**src/rtl/ks_slice_seq_if.sv**
```systemverilog
// ks_slice_seq_if: two requester ports and one response port of the shared-slice 64-bit adder.
interface ks_slice_seq_if #(parameter int WIDTH = 64);
    logic             req0_valid, req0_ready, req0_cin;
    logic [WIDTH-1:0] req0_a, req0_b;
    logic             req1_valid, req1_ready, req1_cin;
    logic [WIDTH-1:0] req1_a, req1_b;
    logic             resp_valid, resp_ready, resp_cout, resp_id;
    logic [WIDTH-1:0] resp_sum;
    modport master (
        output req0_valid, req0_a, req0_b, req0_cin,
        output req1_valid, req1_a, req1_b, req1_cin, resp_ready,
        input  req0_ready, req1_ready, resp_valid, resp_sum, resp_cout, resp_id
    );
    modport slave (
        input  req0_valid, req0_a, req0_b, req0_cin,
        input  req1_valid, req1_a, req1_b, req1_cin, resp_ready,
        output req0_ready, req1_ready, resp_valid, resp_sum, resp_cout, resp_id
    );
endinterface

```
**src/rtl/ks_slice_seq.sv**
```systemverilog
// ks_slice_seq: round-robin shared 8-bit Kogge-Stone slice stepped byte by byte over WIDTH-bit operands.
module ks_adder (
    input  logic [7:0] i_a,
    input  logic [7:0] i_b,
    input  logic       i_cin,
    output logic [7:0] o_sum,
    output logic       o_cout
);
    logic [7:0] w_g, w_p;
    always_comb begin
        w_g = (i_a & i_b) | {7'b0, (i_a[0] ^ i_b[0]) & i_cin};
        w_p = i_a ^ i_b;
        // descending k reads the previous level's value at k-d before it is overwritten
        for (int d = 1; d < 8; d = d * 2)
            for (int k = 7; k >= d; k--) begin
                w_g[k] = w_g[k] | (w_p[k] & w_g[k-d]);
                w_p[k] = w_p[k] & w_p[k-d];
            end
        o_sum  = (i_a ^ i_b) ^ {w_g[6:0], i_cin};
        o_cout = w_g[7];
    end
endmodule

module ks_slice_seq #(parameter int WIDTH = 64) (
    input logic clk,
    input logic rst,
    ks_slice_seq_if.slave bus
);
    localparam int N  = WIDTH / 8;
    localparam int IW = (N > 1) ? $clog2(N) : 1;
    typedef enum logic [1:0] {IDLE, RUN, DONE} state_t;
    state_t           r_state, w_next;
    logic [WIDTH-1:0] r_a, r_b, r_sum;
    logic [IW-1:0]    r_idx;
    logic             r_carry, r_cout, r_id, r_last;
    logic             w_gnt0, w_gnt1, w_acc, w_last_step, w_c;
    logic [7:0]       w_s;

    ks_adder u_slice (
        .i_a    (r_a[{r_idx, 3'b000} +: 8]),
        .i_b    (r_b[{r_idx, 3'b000} +: 8]),
        .i_cin  (r_carry),
        .o_sum  (w_s),
        .o_cout (w_c)
    );

    always_ff @(posedge clk)
        r_state <= rst ? IDLE : w_next;

    always_comb begin
        w_gnt0         = bus.req0_valid & (~bus.req1_valid | r_last);
        w_gnt1         = bus.req1_valid & (~bus.req0_valid | ~r_last);
        bus.req0_ready = (r_state == IDLE) & w_gnt0 & ~rst;
        bus.req1_ready = (r_state == IDLE) & w_gnt1 & ~rst;
        w_acc          = bus.req0_ready | bus.req1_ready;
        w_last_step    = r_idx == IW'(N - 1);
        w_next = (r_state == IDLE && w_acc)          ? RUN  :
                 (r_state == RUN  && w_last_step)    ? DONE :
                 (r_state == DONE && bus.resp_ready) ? IDLE : r_state;
    end

    always_ff @(posedge clk) begin
        if (rst) begin
            r_idx   <= '0;
            r_carry <= 1'b0;
            r_sum   <= '0;
            r_cout  <= 1'b0;
            r_id    <= 1'b0;
            r_last  <= 1'b1;
        end else if (w_acc) begin
            r_a     <= bus.req1_ready ? bus.req1_a : bus.req0_a;
            r_b     <= bus.req1_ready ? bus.req1_b : bus.req0_b;
            r_carry <= bus.req1_ready ? bus.req1_cin : bus.req0_cin;
            r_id    <= bus.req1_ready;
            r_last  <= bus.req1_ready;
            r_idx   <= '0;
        end else if (r_state == RUN) begin
            r_sum[{r_idx, 3'b000} +: 8] <= w_s;
            r_carry <= w_c;
            r_idx   <= r_idx + IW'(1);
            if (w_last_step)
                r_cout <= w_c;
        end
    end

    assign bus.resp_valid = r_state == DONE;
    assign bus.resp_sum   = r_sum;
    assign bus.resp_cout  = r_cout;
    assign bus.resp_id    = r_id;
endmodule

```
**src/flat_wrapper.sv**
```systemverilog
// flat-port wrapper written by rule: the top's interface ports become plain ports
module ks_slice_seq_flat 
#(parameter int WIDTH = 64)
  (clk, rst, bus_req0_valid, bus_req0_a, bus_req0_b, bus_req0_cin, bus_req1_valid, bus_req1_a, bus_req1_b, bus_req1_cin, bus_resp_ready, bus_req0_ready, bus_req1_ready, bus_resp_valid, bus_resp_sum, bus_resp_cout, bus_resp_id);
  ks_slice_seq_if #(.WIDTH(WIDTH)) bus_i ();
  input logic clk;
  input logic rst;
  input wire logic [$bits(bus_i.req0_valid)-1:0] bus_req0_valid;
  input wire logic [$bits(bus_i.req0_a)-1:0] bus_req0_a;
  input wire logic [$bits(bus_i.req0_b)-1:0] bus_req0_b;
  input wire logic [$bits(bus_i.req0_cin)-1:0] bus_req0_cin;
  input wire logic [$bits(bus_i.req1_valid)-1:0] bus_req1_valid;
  input wire logic [$bits(bus_i.req1_a)-1:0] bus_req1_a;
  input wire logic [$bits(bus_i.req1_b)-1:0] bus_req1_b;
  input wire logic [$bits(bus_i.req1_cin)-1:0] bus_req1_cin;
  input wire logic [$bits(bus_i.resp_ready)-1:0] bus_resp_ready;
  output wire logic [$bits(bus_i.req0_ready)-1:0] bus_req0_ready;
  output wire logic [$bits(bus_i.req1_ready)-1:0] bus_req1_ready;
  output wire logic [$bits(bus_i.resp_valid)-1:0] bus_resp_valid;
  output wire logic [$bits(bus_i.resp_sum)-1:0] bus_resp_sum;
  output wire logic [$bits(bus_i.resp_cout)-1:0] bus_resp_cout;
  output wire logic [$bits(bus_i.resp_id)-1:0] bus_resp_id;
  assign bus_i.req0_valid = bus_req0_valid;
  assign bus_i.req0_a = bus_req0_a;
  assign bus_i.req0_b = bus_req0_b;
  assign bus_i.req0_cin = bus_req0_cin;
  assign bus_i.req1_valid = bus_req1_valid;
  assign bus_i.req1_a = bus_req1_a;
  assign bus_i.req1_b = bus_req1_b;
  assign bus_i.req1_cin = bus_req1_cin;
  assign bus_i.resp_ready = bus_resp_ready;
  assign bus_req0_ready = bus_i.req0_ready;
  assign bus_req1_ready = bus_i.req1_ready;
  assign bus_resp_valid = bus_i.resp_valid;
  assign bus_resp_sum = bus_i.resp_sum;
  assign bus_resp_cout = bus_i.resp_cout;
  assign bus_resp_id = bus_i.resp_id;
  ks_slice_seq #(.WIDTH(WIDTH)) u_core (.clk(clk), .rst(rst), .bus(bus_i));
endmodule
```
**config.mk**
```make
export PLATFORM = sky130hd
export DESIGN_NAME = ks_slice_seq_flat
export DESIGN_NICKNAME = d
export VERILOG_FILES = /design/src/rtl/ks_slice_seq_if.sv /design/src/rtl/ks_slice_seq.sv /design/src/flat_wrapper.sv
export SDC_FILE = /design/constraint.sdc
export NUM_CORES = 1
export LEC_CHECK = 0
export CAP_MARGIN = 20
export CORE_AREA = 4 4 258 134
export CTS_CLUSTER_SIZE = 24
export DETAILED_ROUTE_END_ITERATION = 10
export DIE_AREA = 0 0 262 138
export PLACE_DENSITY_LB_ADDON = 0.08
export SLEW_MARGIN = 20
export SYNTH_ARGS = -nofsm -noshare
export SYNTH_HDL_FRONTEND = slang
export SYNTH_SLANG_ARGS = --single-unit
```
**constraint.sdc**
```tcl
create_clock -name clk -period 6.4 [get_ports clk]
set_input_delay 1.92 -clock clk [delete_from_list [all_inputs] [get_ports clk]]
set_output_delay 1.92 -clock clk [all_outputs]
set_load 0.01 [all_outputs]
```
==> flow_summary_export.csv <==
group,metric,value,unit
global_routing,antenna_found_initial,0,
power,p_sw,833,uW
clock_tree,clk_latency,0.50,ns
timing,timing.final.crit_share,0.816,
worst_setup_path,r2r-start,"u_core.r_idx[0]$_SDFFE_PP0P_",
floorplanning,dieWidth,262,um
synthesis,synth.net_count,981,
floorplanning,core-area,32400,um^2
flow_run,drv_cap,0,
floorplanning,ios,332,
worst_setup_path,cp_num_buf_inv,2,
route,drc,0,
global_routing,grtUsageTotal,0.160,
place,portBuffers,331,
synthesis,synth.top_cells.by_count,"128 x edfxtp_1, 128 x mux2_2, 73 x dfxtp_1",
worst_setup_path,critical_path_required,4.48,ns
timing,slew_headroom,0.207,
worst_setup_path,cpPeakStageDelay,0.56,ns
final_layout,drive_gt1_frac,0.211,
clock_tree,root_buffer,"clkbuf_16",
worst_setup_path,rr_worst_depth,12,
clock_tree,postCtsSetupBuffers,0,
worst_setup_path,path_depth,4,
final_layout,fin_area,13900,um^2
synthesis,postSynthAreaPerCell,13.5,um^2
worst_setup_path,cp_top_family,"simple AND/OR/NAND/NOR gates",
global_routing,grt_pass1_wl,44.2,mm
clock_tree,ctsHoldBuffers,0,
synthesis,netlist_area,9550,um^2
global_routing,grt_overflow,0,
timing,finalCriticalPeriod,5.23,ns
synthesis,synthTopCellsByArea,"edfxtp_1 40%, dfxtp_1 15%, mux2_2 15%, mux4_2 7.5%, mux2i_1 4.2%",
route,drt-total-wl,29.6,mm
timing,timing.fmax,0.191,GHz
synthesis,syn_inst,705,
synthesis,yosysUniqueCellTypes,53,
clock_tree,ctsResizeCount,0,
floorplanning,initial_core_util,0.295,
clock_tree,cts_buffers,21,
route,wl_per_cell,20.0,um
synthesis,yosys.area.top_type_share,0.402,
final_layout,final_util,0.431,
timing,worstMarginPinSlew,1.19,ns
timing,drv_slew,0,
place,gp_congestion,0.731,
power,pwr-share-clk,0.356,
timing,rsz0062_at_grt,"no",
worst_setup_path,crit_chain,"buf_2 -> nor3_1 -> and3_4 -> clkdlybuf4s50_1",
synthesis,yosys_warnings,0,
synthesis,yosys.area.top_type,"edfxtp_1",
worst_setup_path,cp.arrival,3.31,ns
global_routing,grt_max_degree,131,
clock_tree,cts_tree,"yes",
status,outcome,"complete, no violations",
power,power.density,237,nW/um^2
final_layout,synthToLayoutAreaGrowth,46.0,%
clock_tree,htree_levels,1,
worst_setup_path,crit_type,"in -> out",
final_layout,nFillCells,2956,
place,placed_area,13300,um^2
route,ant_nets,0,
power,pwr-share-comb,0.192,
global_routing,grt_pass1_vias,7045,
power,power_leakage,0.00475,uW
synthesis,ys.flop_type,"edfxtp_1",
worst_setup_path,cp_max_fo,3,
synthesis,synth_edf_count,128,
timing,hold_viol,0,
route,drtIter0Drc,412,
worst_setup_path,cp-end-kind,"primary output",
worst_setup_path,crit_end,"bus_req1_ready",
power,swShare,0.252,
clock_tree,clock-sinks,201,
timing,fin_worst_skew,0.0140,ns
worst_setup_path,cp_slowest_cell,"clkdlybuf4s50_1",
worst_setup_path,reg2reg_to,"u_core.bus.resp_sum[6]$_SDFFE_PP0P_",
synthesis,synthArstFlopShare,0,
worst_setup_path,startpoint_type,"input port",
floorplanning,die_h,138,um
min_path,hp-class,"reg -> reg",
final_layout,antenna_cells,0,
worst_setup_path,rrSetupSlack,2.19,ns
floorplanning,num_rows,47,
route,post_drt_via_cell_ratio,4.56,
power,seqPwrFrac,0.452,
synthesis,ys_seq_area_frac,0.555,
timing,setup_viol,0,
final_layout,fin_nets,1300,
clock_tree,cts_buffer_depth,3,
clock_tree,clk_pin_slew,0.06,ns
power,irDropWorstVdd,0.142,mV
worst_setup_path,startpoint,"rst",
power,p_int,2480,uW
timing,fin_tns_setup,0,ns
route,firstDrtPassIters,5,
route,vias,6746,
floorplanning,die_area,36200,um^2
synthesis,ys_seq_elements,201,
place,hpwl,21.9,mm
[power by group through the flow]
| stage | clock network [uW] | registers [uW] | logic (uW) |
|---|---|---|---|
| 6_report | 1180 | 1500 | 635 |
| 5_1_grt | 1280 | 1500 | 683 |
| 4_1_cts | 1220 | 1500 | 639 |
| 3_5_place_dp | 0 | 1520 | 634 |
| 3_3_place_gp | 0 | 1520 | 636 |
| 2_1_floorplan | 0 | 1510 | 316 |
[logic make-up (layout without fill, tap and decap cells)]
| kind of cell | count (synthesis) | in the layout | synth area share |
|---|---|---|---|
| DFF | 201 | 201 | 0.555 |
| muxes | 200 | 200 | 0.268 |
| buffers and inverters | 52 | 384 | 0.0272 |
| adders and majority gates | 13 | 13 | 0.0186 |
| xor gates and xnor gates | 4 | 4 | 0.00367 |
| AOI/OAI and AO/OA | 59 | 59 | 0.0402 |
| and+or+nand+nor | 176 | 176 | 0.0866 |
[layout make-up]
type / instances / area, um^2 / area share
sequential: 201 / 5310 / 0.381
multi-input combinational: 452 / 4010 / 0.287
timing repair buffer: 341 / 3410 / 0.244
clock buffer: 34 / 641 / 0.0459
tap: 441 / 552 / 0.0396
inverter: 7 / 26.3 / 0.00188
clock inverter: 2 / 10.0 / 0.000718
[state kept, by name (all words and copies together), names as in the netlist]
register and cells:
u_core.r_a 64, u_core.r_b 64, u_core.bus.resp_cout 1, u_core.r_carry 1, u_core.r_state 2, u_core.r_last 1, u_core.r_idx 3, u_core.bus.resp_sum 64
u_core.bus.resp_id 1
[cell usage in the layout, fill, tap and decap left out, types with 3 or more instances in the layout]
master           Yosys  routed
o21ai_0              3       3
nand3_1              9       9
clkdlybuf4s50_1      0     330
a211oi_1             9       9
mux2_2             128     128
mux4_2              32      32
clkbuf_8             0       6
nor2b_1              4       4
nor3_1               5       5
buf_4               11       7
nand2b_1             8       8
a21o_1               3       3
and2_1               3       3
xnor2_1              3       3
and3_1               5       4
nor2_1              57      57
clkbuf_1            19       4
edfxtp_1           128     128
mux2i_1             40      40
inv_1                6       6
a21oi_1             27      27
dfxtp_1             73      71
ha_1                11      11
nand2_1             69      69
clkbuf_16            0      21
[worst register-to-register path, stage by stage, from the launching register on]
cell and delay (ns):
dfxtp_4 0.78, buf_4 0.38, mux4_2 0.56, nand2_1 0.11, nand2_1 0.08, fa_1 0.41
inv_1 0.10, fa_1 0.24, nor2b_1 0.09, o211a_1 0.25, o211ai_1 0.83, mux2i_1 0.17
nor2_1 0.15
[metal layers]
metal	vias up	GRT usage	routed length (um)
met3	27	0.0349	1650
met5	-	0	0
met1	3249	0.245	15100
li1	3272	-	-
met4	0	0.0293	465
met2	198	0.233	12400
[worst min-delay path by stage]
stage	start	to	slack (ns)	cells after the start
after floorplan	u_core.bus.resp_sum[12]$_SDFFE_PP0P_	u_core.bus.resp_sum[12]$_SDFFE_PP0P_	0.48	2
after global routing	u_core.bus.resp_sum[44]$_SDFFE_PP0P_	u_core.bus.resp_sum[44]$_SDFFE_PP0P_	0.48	2
after global placement	u_core.bus.resp_id$_SDFFE_PP0N_	u_core.bus.resp_id$_SDFFE_PP0N_	0.44	1
final	u_core.bus.resp_id$_SDFFE_PP0N_	u_core.bus.resp_id$_SDFFE_PP0N_	0.45	1
after detailed placement	u_core.bus.resp_id$_SDFFE_PP0N_	u_core.bus.resp_id$_SDFFE_PP0N_	0.44	1
after CTS	u_core.bus.resp_id$_SDFFE_PP0N_	u_core.bus.resp_id$_SDFFE_PP0N_	0.45	1
[stage by stage]
stage / setup slack, ns / hold slack (ns) / instances / total power (uW)
2_1_floorplan: 1.81 / 0.481 / 705 / 1830
3_3_place_gp: 1.10 / 0.436 / 1441 / 2160
3_5_place_dp: 1.11 / 0.439 / 1442 / 2160
4_1_cts: 1.10 / 0.454 / 1478 / 3360
5_1_grt: 1.07 / 0.484 / 1478 / 3470
6_report: 1.17 / 0.452 / 1478 / 3310
No activity file was read; power rests on OpenSTA's default activity.
